[config.mk]
export PLATFORM = sky130hd
export DESIGN_NAME = tms1x00_core
export DESIGN_NICKNAME = d
export VERILOG_FILES = /design/src/rtl/tms1x00_core.sv
export SDC_FILE = /design/constraint.sdc
export NUM_CORES = 2
export LEC_CHECK = 0
export CAP_MARGIN = 25
export CORE_ASPECT_RATIO = 0.7
export CORE_UTILIZATION = 57
export DETAILED_ROUTE_END_ITERATION = 10
export GPL_TIMING_DRIVEN = 0
export PLACE_DENSITY_LB_ADDON = 0.2
export SETUP_SLACK_MARGIN = 0.05
export SLEW_MARGIN = 20
export SYNTH_ARGS = -nofsm -noshare
export SYNTH_HDL_FRONTEND = slang
export SYNTH_SLANG_ARGS = --single-unit
[constraint.sdc]
create_clock -name clk -period 20.6 [get_ports clk]
set_input_delay 6.18 -clock clk [delete_from_list [all_inputs] [get_ports clk]]
set_output_delay 6.18 -clock clk [all_outputs]
set_load 0.03 [all_outputs]
[src/rtl/tms1x00_core.sv]
// TMS1100-style 4-bit microcontroller core. Each instruction takes a FETCH
// cycle (ROM address out) and an EXEC cycle (opcode in, all state commits).
// Ports:
//   clk, reset    : core clock, asynchronous active-high reset
//   chip_sel_i    : run enable, sampled at the instruction boundary
//   K_in          : 4 K input lines
//   O_out, R_out  : O latch (8) and R latches (16)
//   rom_addr      : {chapter, page, pc} to a registered 2048x8 ROM
//   rom_value     : ROM data, valid one clock after rom_addr
//   wb_override   : debug halt, the core advances only on wb_step edges
//   wb_step       : single-step request (level; each 0->1 edge runs one op)
// Optional: define TMS1X00_WB_STEP_EN to enable halt/single-step. Without
// it, wb_override/wb_step are ignored and the core is gated by chip_sel_i.
module tms1x00_core (
    input  logic        clk,
    input  logic        reset,
    input  logic        chip_sel_i,
    input  logic [3:0]  K_in,
    output logic [7:0]  O_out,
    output logic [15:0] R_out,
    output logic [10:0] rom_addr,
    input  logic [7:0]  rom_value,
    input  logic        wb_override,
    input  logic        wb_step
);

    typedef enum logic {FETCH, EXEC} state_t;

    state_t     state;
    logic [5:0] pc, sr;
    logic [3:0] pa, pb;
    logic       ca, cb, cl;
    logic [3:0] a, y;
    logic [2:0] x;
    logic       s, sl;
    logic [3:0] ram [0:127];

    logic       go;
    logic       commit;

    assign commit   = (state == EXEC);
    assign rom_addr = {ca, pa, pc};

`ifdef TMS1X00_WB_STEP_EN
    logic step_q;
    logic step_pend;

    // A pending step survives until the EXEC it released has committed.
    always_ff @(posedge clk or posedge reset) begin
        if (reset) begin
            step_q    <= 1'b0;
            step_pend <= 1'b0;
        end else begin
            step_q    <= wb_step;
            step_pend <= (wb_step & ~step_q) | (step_pend & ~commit);
        end
    end

    assign go = chip_sel_i & (~wb_override | step_pend);
`else
    logic unused_wb;
    assign unused_wb = wb_override ^ wb_step;
    assign go        = chip_sel_i;
`endif

    // Decoded fields; immediates are stored bit-reversed in the opcode.
    logic [7:0] op;
    logic [3:0] m, imm;
    logic [1:0] bidx;
    logic [4:0] sum_am, sum_ai;
    logic [5:0] pc_inc;

    assign op     = rom_value;
    assign m      = ram[{x, y}];
    assign imm    = {op[0], op[1], op[2], op[3]};
    assign bidx   = {op[0], op[1]};
    assign sum_am = {1'b0, a} + {1'b0, m};
    assign sum_ai = {1'b0, a} + {1'b0, imm} + 5'd1;

    // 6-bit LFSR program counter with the two fixed-up states.
    always_comb begin
        pc_inc = {pc[4:0], ~(pc[5] ^ pc[4])};
        if (pc == 6'h1F)
            pc_inc = 6'h3F;
        else if (pc == 6'h3F)
            pc_inc = 6'h3E;
    end

    logic [3:0]  n_a, n_y, n_pa, n_pb, ram_wd;
    logic [2:0]  n_x;
    logic [5:0]  n_pc, n_sr;
    logic        n_st, n_ca, n_cb, n_cl, ram_we;
    logic [7:0]  n_o;
    logic [15:0] n_r;

    always_comb begin
        n_a    = a;
        n_x    = x;
        n_y    = y;
        n_st   = 1'b1;
        n_pc   = pc_inc;
        n_pa   = pa;
        n_pb   = pb;
        n_ca   = ca;
        n_cb   = cb;
        n_cl   = cl;
        n_sr   = sr;
        n_o    = O_out;
        n_r    = R_out;
        ram_we = 1'b0;
        ram_wd = a;

        unique case (1'b1)
            op[7]: begin
                // BR / CALL, taken on the previous status
                if (s) begin
                    n_pc = op[5:0];
                    n_pa = pb;
                    n_ca = cb;
                    if (op[6] && !cl) begin
                        n_sr = pc_inc;
                        n_pb = pa;
                        n_cl = 1'b1;
                    end
                end
            end
            op[7:4] == 4'h7: begin
                if (op[3:0] == 4'hF) begin
                    n_a = 4'h0;
                end else begin
                    n_a  = sum_ai[3:0];
                    n_st = sum_ai[4];
                end
            end
            op[7:4] == 4'h6: begin
                ram_we = 1'b1;
                ram_wd = imm;
                n_y    = y + 4'd1;
            end
            op[7:4] == 4'h5: n_st = (y != imm);
            op[7:4] == 4'h4: n_y  = imm;
            op[7:6] == 2'b00: begin
                unique casez (op[5:0])
                    6'h00: n_st = (m != a);
                    6'h01: n_st = (a <= m);
                    6'h02: n_st = (y != a);
                    6'h03: begin
                        ram_we = 1'b1;
                        n_a    = m;
                    end
                    6'h04: begin
                        n_y  = y - 4'd1;
                        n_st = (y != 4'h0);
                    end
                    6'h05: begin
                        n_y  = y + 4'd1;
                        n_st = (y == 4'hF);
                    end
                    6'h06: begin
                        n_a  = sum_am[3:0];
                        n_st = sum_am[4];
                    end
                    6'h07: begin
                        n_a  = m - 4'd1;
                        n_st = (m != 4'h0);
                    end
                    6'h08: n_a  = K_in;
                    6'h09: n_x  = x ^ 3'b100;
                    6'h0A: n_o  = {3'b000, sl, a};
                    6'h0B: n_cb = ~cb;
                    6'h0C: n_r[y] = 1'b0;
                    6'h0D: n_r[y] = 1'b1;
                    6'h0E: n_st = (K_in != 4'h0);
                    6'h0F: begin
                        n_pa = pb;
                        n_ca = cb;
                        if (cl) begin
                            n_pc = sr;
                            n_cl = 1'b0;
                        end
                    end
                    6'b01????: n_pb = imm;
                    6'h20: n_y = a;
                    6'h21: n_a = m;
                    6'h22: n_y = m;
                    6'h23: n_a = y;
                    6'h24: begin
                        ram_we = 1'b1;
                        n_y    = y - 4'd1;
                        n_st   = (y != 4'h0);
                    end
                    6'h25: begin
                        ram_we = 1'b1;
                        n_y    = y + 4'd1;
                        n_st   = (y == 4'hF);
                    end
                    6'h26: begin
                        ram_we = 1'b1;
                        n_a    = 4'h0;
                    end
                    6'h27: ram_we = 1'b1;
                    6'b101???: n_x = {op[0], op[1], op[2]};
                    6'b1100??: begin
                        ram_we       = 1'b1;
                        ram_wd       = m;
                        ram_wd[bidx] = 1'b1;
                    end
                    6'b1101??: begin
                        ram_we       = 1'b1;
                        ram_wd       = m;
                        ram_wd[bidx] = 1'b0;
                    end
                    6'b1110??: n_st = m[bidx];
                    6'h3C: begin
                        n_a  = m - a;
                        n_st = (m >= a);
                    end
                    6'h3D: begin
                        n_a  = 4'h0 - a;
                        n_st = (a == 4'h0);
                    end
                    6'h3E: begin
                        n_a  = m + 4'd1;
                        n_st = (m == 4'hF);
                    end
                    6'h3F: n_st = (m != 4'h0);
                    default: ;
                endcase
            end
        endcase
    end

    always_ff @(posedge clk or posedge reset) begin
        if (reset) begin
            state <= FETCH;
            pc    <= 6'h00;
            sr    <= 6'h00;
            pa    <= 4'hF;
            pb    <= 4'hF;
            ca    <= 1'b0;
            cb    <= 1'b0;
            cl    <= 1'b0;
            a     <= 4'h0;
            x     <= 3'h0;
            y     <= 4'h0;
            s     <= 1'b1;
            sl    <= 1'b0;
            O_out <= 8'h00;
            R_out <= 16'h0000;
        end else begin
            unique case (state)
                FETCH: begin
                    if (go)
                        state <= EXEC;
                end
                EXEC: begin
                    state <= FETCH;
                    pc    <= n_pc;
                    sr    <= n_sr;
                    pa    <= n_pa;
                    pb    <= n_pb;
                    ca    <= n_ca;
                    cb    <= n_cb;
                    cl    <= n_cl;
                    a     <= n_a;
                    x     <= n_x;
                    y     <= n_y;
                    s     <= n_st;
                    sl    <= n_st;
                    O_out <= n_o;
                    R_out <= n_r;
                end
            endcase
        end
    end

    always_ff @(posedge clk or posedge reset) begin
        if (reset) begin
            for (int i = 0; i < 128; i++)
                ram[i] <= 4'h0;
        end else if (commit && ram_we) begin
            ram[{x, y}] <= ram_wd;
        end
    end

endmodule

==> summary.txt <==
Yosys
  – Syn_area_per_cell: 10.2 um2
  – Prevailing post-synth register cell: dfrtp_1
  – Number of flops mapped to enable cells by yosys: 0
  – Fraction of synthesis flops using an asynchronous set or reset pin: 100%
  – Post-synthesis cell count: roughly 2700
  – Yosys cell types: 84
  – Warnings, synthesis: 0
  – Sequential element share of the synthesized area: 51.7%
  – Flops & latches, synth: 570
  – Mapped cell area: 27600 um2

CTS
  – Largest buffer count on any clock path: 3
  – CTS root buf: clkbuf_16
  – Worst-Skew Late Latency: 0.62 ns
  – Number of sinks on the clock net: 570
  – CTS tree: yes
  – Number of H-tree levels: 2
  – Number of setup buffers added after CTS: 0
  – Reg clk slew, reported paths: 0.07 ns
  – Number of buffers created by CTS: 54
  – Post-CTS sizing: 0
  – Number of hold buffers added after CTS: 0

Final layout
  – Flip-flop and latch area: ~14000 um2
  – Share of post-route cells with drive strength above 1: 15.6%
  – Most frequent standard cell in the layout excluding fill and tap cells: dfrtp_1
  – Final-layout fill cell count: between 3000 and 4000
  – Area growth from synthesis to final layout: 13.1%
  – Most frequent cells in the layout: 561 x dfrtp_1, 515 x nand2_1, 269 x o21ai_0
  – Number of nets in the final layout: 2896
  – Total area of multi-input combinational cells: 12300 um2

Drt
  – Total met2 wirelength after detailed routing: approximately 41000 um
  – Average detailed-routed wire length per instance: 30.7 um
  – Met3 wire length: ~19000 um
  – Uppermost layer routed: met5
  – Drt via density: 6.85
  – Number of remaining DRC errors: 0
  – Number of DRC markers after the initial detailed-route iteration: 4220
  – DRT met1 WL: 43700 um
  – Antenna viol nets, final: 0
  – Pre-Repair DR Iteration Count: 10
  – Aggregate routed wire length: 109000 um
  – Via Count: 24300

Floorplanning
  – Chip Height: 186 um
  – Core Box Area: ~48000 um2
  – Die outline width: 265 um
  – Die Outline Area: 49400 um2
  – Initial cell density of the core: between 50% and 60%
  – Top Ports: 52
  – Placement row count: 67

Critical path
  – Signal arrival time at the worst endpoint: 10.67 ns
  – Crit Path Category: in2reg
  – Capture point of the critical path: ram[442]
  – Max FO, Critical Path: 10
  – Worst reg2reg setup slack: 13.80 ns
  – Worst R2R Start: y[0]
  – First element of the critical path: rom_value[1]
  – Required time worst endpoint: 21.11 ns
  – Worst r2r path cells: 16
  – Endpoint of the most critical register-to-register path: sl
  – Critical path capture point type: register
  – Startpoint type of the worst setup path: primary input
  – Largest incremental delay on the critical path: 0.98 ns
  – Cells traversed along the worst timing path: clkdlybuf4s50_1 > clkbuf_1 > nand2_1 > or4_1 > a211oi_1 > o21ai_0 > clkbuf_1 > nor3_1 > nand2_1 > mux2_2
  – Standard cell with the maximum stage delay on the critical path: nor3_1

Timing
  – Max Clk Rate: 0.0984 GHz
  – Worst relative slew slack: 18.9%
  – Setup repair after global routing missed its margin: no
  – Final worst path period need: 10.17 ns
  – Slew of the pin with the lowest slew margin: 1.22 ns
  – Final worst path period share: between 40% and 50%
  – Final hold viol count: 0
  – Final count of pins violating max slew: 0
  – Worst hold slack: between 0.4 and 0.5 ns
  – Endpoints failing setup: 0
  – Post-route clock skew: 0.0330 ns
  – Total negative slack: 0 ns

Status
  – Result of the run: finished, final reports clean

Global route
  – Global-route wire length before repair: 157000 um
  – Total gr overflow: 0
  – Overall global routing resource usage: 44.5%
  – Pin count of the biggest net entering global routing: 38
  – Initial antenna violation count: 3
  – Number of global-route vias before repair: 22900

Power
  – Cell leakage power: between 10 and 15 nW
  – Worst vdd rail ir drop: ~0.1 mV
  – Cell Pwr Density: 121 nW/um2

Job
  – Max-cap check violation count: 0

Worst hold path
  – Worst min-delay path class: reg2reg

Place
  – Routability-driven placement congestion ratio: approximately 1.1
  – Dpl hpwl: around 77000 um
  – Number of input and output port buffers inserted: 45
[cell families (layout without fill, tap and decap cells)]
family / count (synthesis) / after routing / share of synthesized area [%]
fa+ha+maj: 26 / 26 / 1.29
buf+inv: 208 / 378 / 3.80
xor+xnor: 26 / 26 / 0.824
other cells: 1 / 8 / 0.0136
mux: 278 / 278 / 12.8
simple gates: 880 / 880 / 13.4
flops: 570 / 570 / 51.7
compound gates: 732 / 732 / 16.2
[worst max-delay path, delay by kind of cell]
kind,cells,cell delay [ns]
simple gates,4,2.21
buf+inv,3,1.45
compound gates,2,0.41
mux,1,0.40
[report_power, final]
| part | internal (mW) | switching (mW) |
|---|---|---|
| clock network | 0.578 | 0.450 |
| logic | 0.397 | 1.14 |
| registers | 1.18 | 0.0499 |
[layer usage]
metal	vias up	global-route usage, %
li1	10000	-
met1	11900	63.3
met2	1977	56.9
met3	410	21.3
met4	6	19.6
met5	-	1.54
[state kept, by name, indices dropped and copies added (netlist names), named ones only]
name and count:
ram 512, pc 6, sr 6, O_out 5
a 4, pa 4, pb 4, y 4
x 3, ca 1, cb 1, cl 1
commit 1, s 1, sl 1
[cells in the mapped netlist (5+ instances only)]
cell type / count / area share, %
xnor2_1: 14 / 0.44
buf_1: 8 / 0.11
clkbuf_1: 98 / 1.3
mux2_2: 174 / 7.1
o221ai_1: 22 / 0.70
xor2_1: 12 / 0.38
o22ai_1: 14 / 0.32
buf_4: 18 / 0.49
nand2b_1: 26 / 0.59
nand3_1: 20 / 0.36
nor4_1: 10 / 0.23
mux4_2: 42 / 3.4
nor3b_1: 5 / 0.14
and2_1: 5 / 0.11
nor2b_1: 10 / 0.23
and3_1: 10 / 0.23
and3b_1: 5 / 0.16
o21ai_2: 8 / 0.25
nand4_1: 7 / 0.16
buf_2: 36 / 0.65
a211oi_1: 12 / 0.33
o211ai_1: 14 / 0.38
nor2_1: 201 / 2.7
a22oi_1: 21 / 0.57
a2111oi_0: 6 / 0.19
ha_1: 22 / 1.0
dfstp_2: 9 / 0.86
nor3_1: 41 / 0.74
o41ai_1: 14 / 0.44
inv_1: 23 / 0.31
nand2_1: 515 / 7.0
a221oi_1: 71 / 2.3
a31oi_1: 11 / 0.25
a21oi_1: 134 / 2.4
o21ai_1: 86 / 1.6
buf_6: 17 / 0.69
a221o_1: 6 / 0.22
o21ai_0: 269 / 4.9
mux2i_1: 62 / 2.2
dfrtp_1: 561 / 51
or2_2: 6 / 0.14
[per-stage QoR]
stage	std cells	setup WS (ns)	power, mW	instance area (um2)	utilization, %
CTS	3543	10.74	3.66	31200	65.1
finish	3553	10.43	3.79	31300	65.3
floorplan	2723	6.66	2.01	27600	-
global route	3548	10.52	3.83	31200	65.3
detailed placement	3447	10.13	2.66	29400	61.4
global placement	3423	3.35	2.63	28900	60.4
[layout make-up]
| cell class | instances | share of cell area, % |
|---|---|---|
| Antenna cell | 5 | 0.0400 |
| Buffer | 180 | 3.05 |
| Clock buffer | 76 | 5.01 |
| Clock inverter | 20 | 0.697 |
| Inverter | 28 | 0.348 |
| Multi-Input combinational cell | 1945 | 39.4 |
| Sequential cell | 570 | 45.7 |
| Tap cell | 655 | 2.62 |
| Timing Repair Buffer | 74 | 3.16 |
[worst min path at each step]
| stage | startpoint | end | cells after the start | slack, ns |
|---|---|---|---|---|
| finish | cb | cb | 1 | 0.48 |
| global route | ram[96] | ram[96] | 2 | 0.50 |
| CTS | ram[444] | ram[444] | 2 | 0.48 |
| detailed placement | cb | cb | 1 | 0.46 |
| global placement | ram[360] | ram[360] | 2 | 0.46 |
| floorplan | cb | cb | 1 | 0.44 |
(Power assumes the default switching activity.)
